`src/rtl/softmax_argmax_seq_pkg.sv`:
```
// softmax_argmax_seq shared package.
// fp32 constants, NaN test and FSM state encoding.
package softmax_argmax_seq_pkg;

   localparam logic [7:0]  FP32_EXP_MAX  = 8'hFF;
   localparam logic [31:0] FP32_POS_ZERO = 32'h0000_0000;
   localparam logic [31:0] FP32_NEG_ZERO = 32'h8000_0000;

   typedef enum logic [1:0] {
      IDLE = 2'd0,
      SCAN = 2'd1,
      DONE = 2'd2
   } state_t;

   function automatic logic is_nan(input logic [31:0] x);
      return (x[30:23] == FP32_EXP_MAX) && (x[22:0] != '0);
   endfunction

endpackage

```
`src/rtl/softmax_argmax_seq_if.sv`:
```
// softmax_argmax_seq handshake interface.
// master drives vectors in and takes results out.
interface softmax_argmax_seq_if #(
   parameter int N     = 4,
   parameter int IDX_W = (N > 1) ? $clog2(N) : 1
);
   logic             in_valid;
   logic             in_ready;
   logic [N*32-1:0]  in_vector;
   logic             out_valid;
   logic             out_ready;
   logic [IDX_W-1:0] out_index;
   logic [31:0]      out_value;
   logic             out_all_nan;

   modport master (
      output in_valid, in_vector, out_ready,
      input  in_ready, out_valid, out_index,
      input  out_value, out_all_nan
   );

   modport slave (
      input  in_valid, in_vector, out_ready,
      output in_ready, out_valid, out_index,
      output out_value, out_all_nan
   );
endinterface

```
`src/rtl/softmax_argmax_seq_fp32_greater.sv`:
```
// fp32_greater: combinational float32 a > b.
// NaN never wins, a number always beats NaN, +0 == -0.
module fp32_greater
   import softmax_argmax_seq_pkg::*;
(
   input  logic [31:0] a,
   input  logic [31:0] b,
   output logic        a_gt_b
);
   logic a_zero;
   logic b_zero;

   assign a_zero = (a == FP32_POS_ZERO) || (a == FP32_NEG_ZERO);
   assign b_zero = (b == FP32_POS_ZERO) || (b == FP32_NEG_ZERO);

   // sign/magnitude ordering with NaN and signed-zero handling
   always_comb begin
      a_gt_b = 1'b0;
      if (is_nan(a)) begin
         a_gt_b = 1'b0;
      end else if (is_nan(b)) begin
         a_gt_b = 1'b1;
      end else if (a_zero && b_zero) begin
         a_gt_b = 1'b0;
      end else if (a[31] != b[31]) begin
         a_gt_b = b[31];
      end else if (a[31]) begin
         a_gt_b = a[30:0] < b[30:0];
      end else begin
         a_gt_b = a[30:0] > b[30:0];
      end
   end
endmodule

```
`src/rtl/softmax_argmax_seq.sv`:
```
// softmax_argmax_seq: sequential argmax over N float32.
// One element compared per cycle through a single comparator.
module softmax_argmax_seq
   import softmax_argmax_seq_pkg::*;
#(
   parameter int N     = 4,
   parameter int IDX_W = (N > 1) ? $clog2(N) : 1
) (
   input logic                 clk,
   input logic                 rst,
   softmax_argmax_seq_if.slave bus
);
   state_t           state_q;
   state_t           state_d;
   logic [N*32-1:0]  vec_q;
   logic [31:0]      best_q;
   logic [IDX_W-1:0] best_idx_q;
   logic [IDX_W-1:0] cnt_q;
   logic [31:0]      elem [N];
   logic [31:0]      cur;
   logic             cur_gt;
   logic             accept;
   logic             last;

   // unpack the registered vector; element 0 sits at the MSBs
   always_comb begin
      for (int i = 0; i < N; i++) begin
         elem[i] = vec_q[(N-1-i)*32 +: 32];
      end
   end

   assign cur    = elem[cnt_q];
   assign last   = (cnt_q == IDX_W'(N - 1));
   assign accept = (state_q == IDLE) && bus.in_valid;

   fp32_greater u_cmp (
      .a      (cur),
      .b      (best_q),
      .a_gt_b (cur_gt)
   );

   // state register
   always_ff @(posedge clk) begin
      if (rst) begin
         state_q <= IDLE;
      end else begin
         state_q <= state_d;
      end
   end

   // next state and handshake outputs
   always_comb begin
      state_d       = state_q;
      bus.in_ready  = 1'b0;
      bus.out_valid = 1'b0;
      unique case (state_q)
         IDLE: begin
            bus.in_ready = 1'b1;
            if (bus.in_valid) begin
               state_d = (N > 1) ? SCAN : DONE;
            end
         end
         SCAN: begin
            if (last) begin
               state_d = DONE;
            end
         end
         DONE: begin
            bus.out_valid = 1'b1;
            if (bus.out_ready) begin
               state_d = IDLE;
            end
         end
         default: state_d = IDLE;
      endcase
   end

   // capture vector on accept, then keep the running maximum
   always_ff @(posedge clk) begin
      if (rst) begin
         vec_q      <= '0;
         best_q     <= '0;
         best_idx_q <= '0;
         cnt_q      <= '0;
      end else if (accept) begin
         vec_q      <= bus.in_vector;
         best_q     <= bus.in_vector[N*32-1 -: 32];
         best_idx_q <= '0;
         cnt_q      <= IDX_W'(1);
      end else if (state_q == SCAN) begin
         if (cur_gt) begin
            best_q     <= cur;
            best_idx_q <= cnt_q;
         end
         cnt_q <= cnt_q + IDX_W'(1);
      end
   end

   assign bus.out_index   = best_idx_q;
   assign bus.out_value   = best_q;
   assign bus.out_all_nan = is_nan(best_q);
endmodule

```
`src/flat_wrapper.sv`:
```
// flat-port wrapper written by rule: the top's interface ports become plain ports
module softmax_argmax_seq_flat import softmax_argmax_seq_pkg::*;
#(
   parameter int N     = 4,
   parameter int IDX_W = (N > 1) ? $clog2(N) : 1
)
  (clk, rst, bus_in_valid, bus_in_vector, bus_out_ready, bus_in_ready, bus_out_valid, bus_out_index, bus_out_value, bus_out_all_nan);
  softmax_argmax_seq_if #(.N(N), .IDX_W(IDX_W)) bus_i ();
  input logic clk;
  input logic rst;
  input wire logic [$bits(bus_i.in_valid)-1:0] bus_in_valid;
  input wire logic [$bits(bus_i.in_vector)-1:0] bus_in_vector;
  input wire logic [$bits(bus_i.out_ready)-1:0] bus_out_ready;
  output wire logic [$bits(bus_i.in_ready)-1:0] bus_in_ready;
  output wire logic [$bits(bus_i.out_valid)-1:0] bus_out_valid;
  output wire logic [$bits(bus_i.out_index)-1:0] bus_out_index;
  output wire logic [$bits(bus_i.out_value)-1:0] bus_out_value;
  output wire logic [$bits(bus_i.out_all_nan)-1:0] bus_out_all_nan;
  assign bus_i.in_valid = bus_in_valid;
  assign bus_i.in_vector = bus_in_vector;
  assign bus_i.out_ready = bus_out_ready;
  assign bus_in_ready = bus_i.in_ready;
  assign bus_out_valid = bus_i.out_valid;
  assign bus_out_index = bus_i.out_index;
  assign bus_out_value = bus_i.out_value;
  assign bus_out_all_nan = bus_i.out_all_nan;
  softmax_argmax_seq #(.N(N), .IDX_W(IDX_W)) u_core (.clk(clk), .rst(rst), .bus(bus_i));
endmodule
```
`config.mk`:
```
export PLATFORM = sky130hd
export DESIGN_NAME = softmax_argmax_seq_flat
export DESIGN_NICKNAME = d
export VERILOG_FILES = /design/src/rtl/softmax_argmax_seq_pkg.sv /design/src/rtl/softmax_argmax_seq_if.sv /design/src/rtl/softmax_argmax_seq_fp32_greater.sv /design/src/rtl/softmax_argmax_seq.sv /design/src/flat_wrapper.sv
export SDC_FILE = /design/constraint.sdc
export NUM_CORES = 1
export LEC_CHECK = 0
export CELL_PAD_IN_SITES_DETAIL_PLACEMENT = 0
export CELL_PAD_IN_SITES_GLOBAL_PLACEMENT = 1
export CORE_UTILIZATION = 41
export CTS_BUF_LIST = sky130_fd_sc_hd__clkbuf_16
export CTS_CLUSTER_DIAMETER = 60
export DETAILED_ROUTE_END_ITERATION = 10
export GPL_TIMING_DRIVEN = 0
export HOLD_SLACK_MARGIN = 0.06
export PLACE_DENSITY = 0.95
export SETUP_SLACK_MARGIN = 0.2
export SLEW_MARGIN = 20
export SYNTH_ARGS = -nofsm -noshare
export SYNTH_HDL_FRONTEND = slang
export SYNTH_SLANG_ARGS = --single-unit
```
`constraint.sdc`:
```
create_clock -name clk -period 5 [get_ports clk]
set_input_delay 1.25 -clock clk [delete_from_list [all_inputs] [get_ports clk]]
set_output_delay 1.25 -clock clk [all_outputs]
set_load 0.005 [all_outputs]
```
### Yosys cells after proc, flatten, opt, wreduce, memory -nomap -nowiden

Index checks and enable logic that the tools add are counted.
W data, S select, Z words.

* register bits after elaboration: 166
* bits of input ports: 132
* word-level logic and storage cells: 58

* $add $sub $neg: 1
* $lt $le $gt $ge: 3
* eq/ne operators: 11
* multiplexer cells: 19
* bitwise gates (word level): 1
* reduce and logical (&&, ||, !) cells: 17

Operators by type and width (count)
* $mux W32: 5
* $bmux W32 S2: 1
* $eq A32 B32 Y1 const B: 2
* $logic_not A32 Y1: 2
* $reduce_bool A23 Y1: 2
* $gt A31 B31 Y1: 1
* $lt A31 B31 Y1: 1
* $eq A8 B8 Y1 const B: 2
* $mux W1: 9
* $mux W2: 3
* $pmux W2 S3: 1
* $eq A2 B2 Y1 const B: 2
* $logic_and A1 B1 Y1: 4
* $ne A2 B2 Y1 const B: 2
* $reduce_and A2 Y1: 2
* $reduce_bool A2 Y1: 2
* $ge A3 B3 Y1 const B: 1
* $not A2 Y3: 1
* $reduce_and A3 Y1: 1
* $add A2 B1 Y2 const B: 1
* $eq A2 B1 Y1 const B: 1
* $logic_not A2 Y1: 1
* $logic_or A1 B1 Y1: 2
* $ne A2 B1 Y1 const B: 1
* 2 further kinds: 2

### Longest topological paths before layout

* depth after elaboration: 13
* depth in mapped cells: 14
* depth with buffers taken out: 10

### Cells and area by module

From an unflattened synthesis, not the netlist that was laid out.

* cell total of the unflattened synthesis: 957
* area, all modules: 8072.7 um^2

Modules (own cells, without submodules)
* softmax_argmax_seq: instances 1, cells each 813, area an instance 7071.8 um^2
* fp32_greater: instances 1, cells each 144, area an instance 1001.0 um^2

### Least setup slack after synthesis

Ideal clock, no wire load.

* path kind: register to register
* from: reg u_core.cnt_q[1]
* to: reg u_core.best_q[3] (netlist: u_core.bus.out_value[3])
* library setup time: 0.091 ns
* data arrival time: 3.331 ns
* required time: 4.909 ns
* setup slack: 1.578 ns
* stages on the path, launching flop included: 14
* path buffers: 4
* clock period less this slack: 3.422 ns
* cell sequence: dfxtp_1 -> buf_6 -> buf_6 -> mux4_2 -> ha_1 -> a41oi_1 -> o21ai_0 -> a22oi_1 -> nor4b_1 -> a21o_1 -> buf_1 -> clkbuf_1 -> nand4_1 -> a311oi_1

* word-level cells in the longest chain between the ends: 12
* elaborated cells between the ends (all ways): 24
* classes of those cells: order compare: 2; eq/ne: 3; mux: 11; bitwise: 1; reduce/logical: 7

RTL lines
* start, declared: RTL line softmax_argmax_seq.sv:18 `logic [IDX_W-1:0] cnt_q;`
* start signal, assigned: RTL line softmax_argmax_seq.sv:95 `cnt_q <= cnt_q + IDX_W'(1);`
* $not A2 Y3 (not written as such) *: RTL line softmax_argmax_seq.sv:32 `assign cur = elem[cnt_q];`
* $bmux W32 S2 *: RTL line softmax_argmax_seq.sv:32
* $mux W32 (not written as such) * (2 in series): RTL line softmax_argmax_seq.sv:32
* $gt A31 B31 Y1, or another cell as far along: RTL line softmax_argmax_seq_fp32_greater.sv:30 `a_gt_b = a[30:0] > b[30:0];`
* $mux W1 or $logic_or A1 B1 Y1 (tied branches): RTL line softmax_argmax_seq_fp32_greater.sv:27, softmax_argmax_seq_fp32_greater.sv:13
* $mux W1 or $logic_and A1 B1 Y1 (tied branches): RTL line softmax_argmax_seq_fp32_greater.sv:25, softmax_argmax_seq_fp32_greater.sv:23
* $mux W1: RTL line softmax_argmax_seq_fp32_greater.sv:23 `end else if (a_zero && b_zero) begin`
* $mux W1: RTL line softmax_argmax_seq_fp32_greater.sv:21 `end else if (is_nan(b)) begin`
* $mux W1: RTL line softmax_argmax_seq_fp32_greater.sv:19 `if (is_nan(a)) begin`
* $reduce_bool A2 Y1 (no source line)
* $reduce_and A2 Y1 (no source line)
* end signal, assigned: RTL line softmax_argmax_seq.sv:87 `best_q <= bus.in_vector[N*32-1 -: 32];`
* end signal, assigned: RTL line softmax_argmax_seq.sv:92 `best_q <= cur;`
* end, declared: RTL line softmax_argmax_seq.sv:16 `logic [31:0] best_q;`

Mark *: on every way between the ends. The rest lies on a longest branch, timed or not. The select of a mux whose other input is x is not followed.
A chain may end at the register's enable or synchronous reset.

### Worst setup path after layout

* from: reg u_core.cnt_q[0]
* to: reg u_core.best_q[7] (netlist: u_core.bus.out_value[7])

The elaborated chain is that of the path after synthesis.

==> impl_metrics.env <==
export IMPL_grt_pass1_wl_um=42130
export IMPL_die_w_um=142.0
export IMPL_grt_max_degree=17
export IMPL_clock_fmax_ghz=0.2203
export IMPL_ys_top_cells_by_area="dfxtp_1 (41%), nand2_1 (12%), mux4_2 (9.0%), a21oi_1 (8.9%), ha_1 (5.0%)"
export IMPL_tns_ns=0
export IMPL_diodes=0
export IMPL_finalHoldViolCount=0
export IMPL_dieArea_um2=20150
export IMPL_whs_ns=0.4532
export IMPL_hold_buffers=0
export IMPL_globalplace_congestion=0.9296
export IMPL_route_final_wire_length_um=27370
export IMPL_status="completed"
export IMPL_io_buffer_count=167
export IMPL_p_leak_nw=3.867
export IMPL_total_power_mw=3.856
export IMPL_cts_sinks=166
export IMPL_dp_cells=1396
export IMPL_timing_final_ws_setup_ns=0.4603
export IMPL_ys_flop_type="dfxtp_1"
export IMPL_yosysTopAreaCell="dfxtp_1"
export IMPL_clk_root_buffer_cell="clkbuf_16"
export IMPL_maxCapViolations=0
export IMPL_synthCells=969
export IMPL_io_pins=169
export IMPL_period_share_pct=90.79
export IMPL_crit_path_max_fanout=10
export IMPL_yosysWarnings=0
export IMPL_dp_worst_setup_slack_ns=0.4914
export IMPL_synth_top_cell_area_share_pct=41.38
export IMPL_drcViolationCount=0
export IMPL_synth_fp_nets=1133
export IMPL_worstPathRequired_ns=5.35
export IMPL_cts_repair_resized=0
export IMPL_crit_path_start_kind="register"
export IMPL_cts_tree="yes"
export IMPL_die_h_um=142.0
export IMPL_drt_wirelength_per_cell_um=19.17
export IMPL_area_growth_pct=33.69
export IMPL_viasPerCell=5.651
export IMPL_ir_worst_vdd_uv=199.6
export IMPL_setup_viol=0
export IMPL_hp_class="reg2reg"
export IMPL_hpwl_um=20900
export IMPL_regArea_um2=3323
export IMPL_post_route_util_pct=56.63
export IMPL_synth_edf_count=0
export IMPL_grtUsageTotal_pct=27.64
export IMPL_drv_slew=0
export IMPL_synth_cell_type_count=41
export IMPL_core_area_um2=18960
export IMPL_skew_ns=0.007362
export IMPL_post_cts_buffers=0
export IMPL_start_util_pct=42.36
export IMPL_drt_initial_drc_count=903
export IMPL_period_minus_slack_ns=4.540
export IMPL_yosysSeqAreaShare_pct=41.38
export IMPL_rsz0062_at_grt="false"
export IMPL_synth_avg_cell_area_um2=8.287
export IMPL_drive_gt1_share_pct=6.849
export IMPL_grt_pass1_vias=7854
export IMPL_htree_levels=4
export IMPL_fill_cells=1694
export IMPL_rows=50
export IMPL_ys_seq_elements=166
export IMPL_synthArstFlopShare_pct=0
export IMPL_gr_total_overflow=0
export IMPL_worst_pin_slew_ns=0.7626
export IMPL_clock_latency_ns=0.44
export IMPL_critPathArrivalTime_ns=4.89
export IMPL_vias=8070
export IMPL_nets=1319
export IMPL_power_density_nw_per_um2=359.1
export IMPL_cts_buffers=17
export IMPL_antenna_found_initial=0
export IMPL_final_cell_area_um2=10740
export IMPL_clkTransAtPathRegs_ns=0.07
export IMPL_cts_path_max_buffers=2
export IMPL_place_area_um2=10030
export IMPL_cp_end_kind="register"
export IMPL_multi_input_area_um2=4220
export IMPL_critPathKind="reg2reg"
export IMPL_ant_nets=0
export IMPL_first_pass_iters=5
export IMPL_slew_headroom_pct=47.84
export IMPL_finalNonFillerCells=1428
export IMPL_syn_area_um2=8030
==> cells in the mapped netlist (2+ instances only) <==
master      n
nor2_1     42
nor2b_1     3
nand4_1    46
ha_1       32
o21ai_0     5
o31ai_1    33
buf_6       6
buf_1       3
nor4_1     15
mux4_2     32
buf_2       4
nand2b_1    2
a21o_1      4
clkbuf_1   66
nor3_1      6
a21oi_1   143
nand3_1     4
o211ai_1    2
a22oi_1     2
inv_1      37
dfxtp_1   166
a311oi_1   32
nand2_1   266
==> kinds of logic (layout without fill, tap and decap cells) <==
logic type                 after synthesis  count (layout)  synth area share, %
and+or+nand+nor                        389             389                20.60
AOI/OAI and AO/OA                      230             230                17.44
DFF                                    166             166                41.38
buffers and inverters                  117             316                6.139
muxes                                   35              35                9.458
adders and majority gates               32              32                4.986
==> per-layer routing <==
metal,routed length (um),part of all wire (%),global-route usage (%),vias to the layer above
met2,13240,48,46.33,378
met1,11340,41,35.60,3830
met5,0,0,0,-
li1,-,-,-,3814
met4,678,2.5,11.38,0
met3,2121,7.7,4.172,48
==> critical path: stages, from the launching register on <==
cell,delay (ns)
dfxtp_1,0.32
buf_2,0.26
clkbuf_1,0.53
mux4_2,0.49
ha_1,0.35
a21oi_1,0.08
a2111oi_0,0.72
nor4b_2,0.18
o211ai_1,0.59
clkbuf_1,0.46
nand4_1,0.16
a311oi_1,0.30
==> report_power, final <==
part           total (mW)  switching [mW]  internal [mW]
Combinational       0.812           0.465          0.347
Sequential           1.48          0.0701           1.41
Clock                1.56           0.571          0.991
Total                3.86            1.11           2.75
==> area by class of cell <==
type,instances,share of cell area (%)
Tap cell,260,3.030
Timing Repair Buffer,167,15.57
Sequential cell,166,30.96
Clock buffer,17,3.963
Buffer,80,3.322
Clock inverter,15,2.552
Multi-Input combinational cell,686,39.31
Inverter,37,1.294
==> path summary, 6_finish.rpt <==
path                            slack, ns            start  cells past startpoint                 endpoint
worst max-delay path                 0.46  u_core.cnt_q[0]                     11  u_core.bus.out_value[7]
worst min-delay path                 0.45  u_core.elem[66]                      2          u_core.elem[66]
worst max register to register       0.46  u_core.cnt_q[0]                     11  u_core.bus.out_value[7]
worst min register to register       0.45  u_core.elem[66]                      2          u_core.elem[66]
==> flip-flops by register name, indices dropped and copies added, names as in the netlist <==
signal                flops
u_core.bus.out_value     32
u_core.cnt_q              2
u_core.elem             128
u_core.state_q            2
u_core.bus.out_index      2
==> cells in the final DEF, fill, tap and decap left out, types with 33 or more instances in the layout <==
cell type        instances
nor2_1                  42
clkdlybuf4s50_1        167
nand4_1                 46
dfxtp_1                166
inv_1                   37
o31ai_1                 33
clkbuf_1                65
nand2_1                266
a21oi_1                143
No activity file was read; power rests on OpenSTA's default activity.
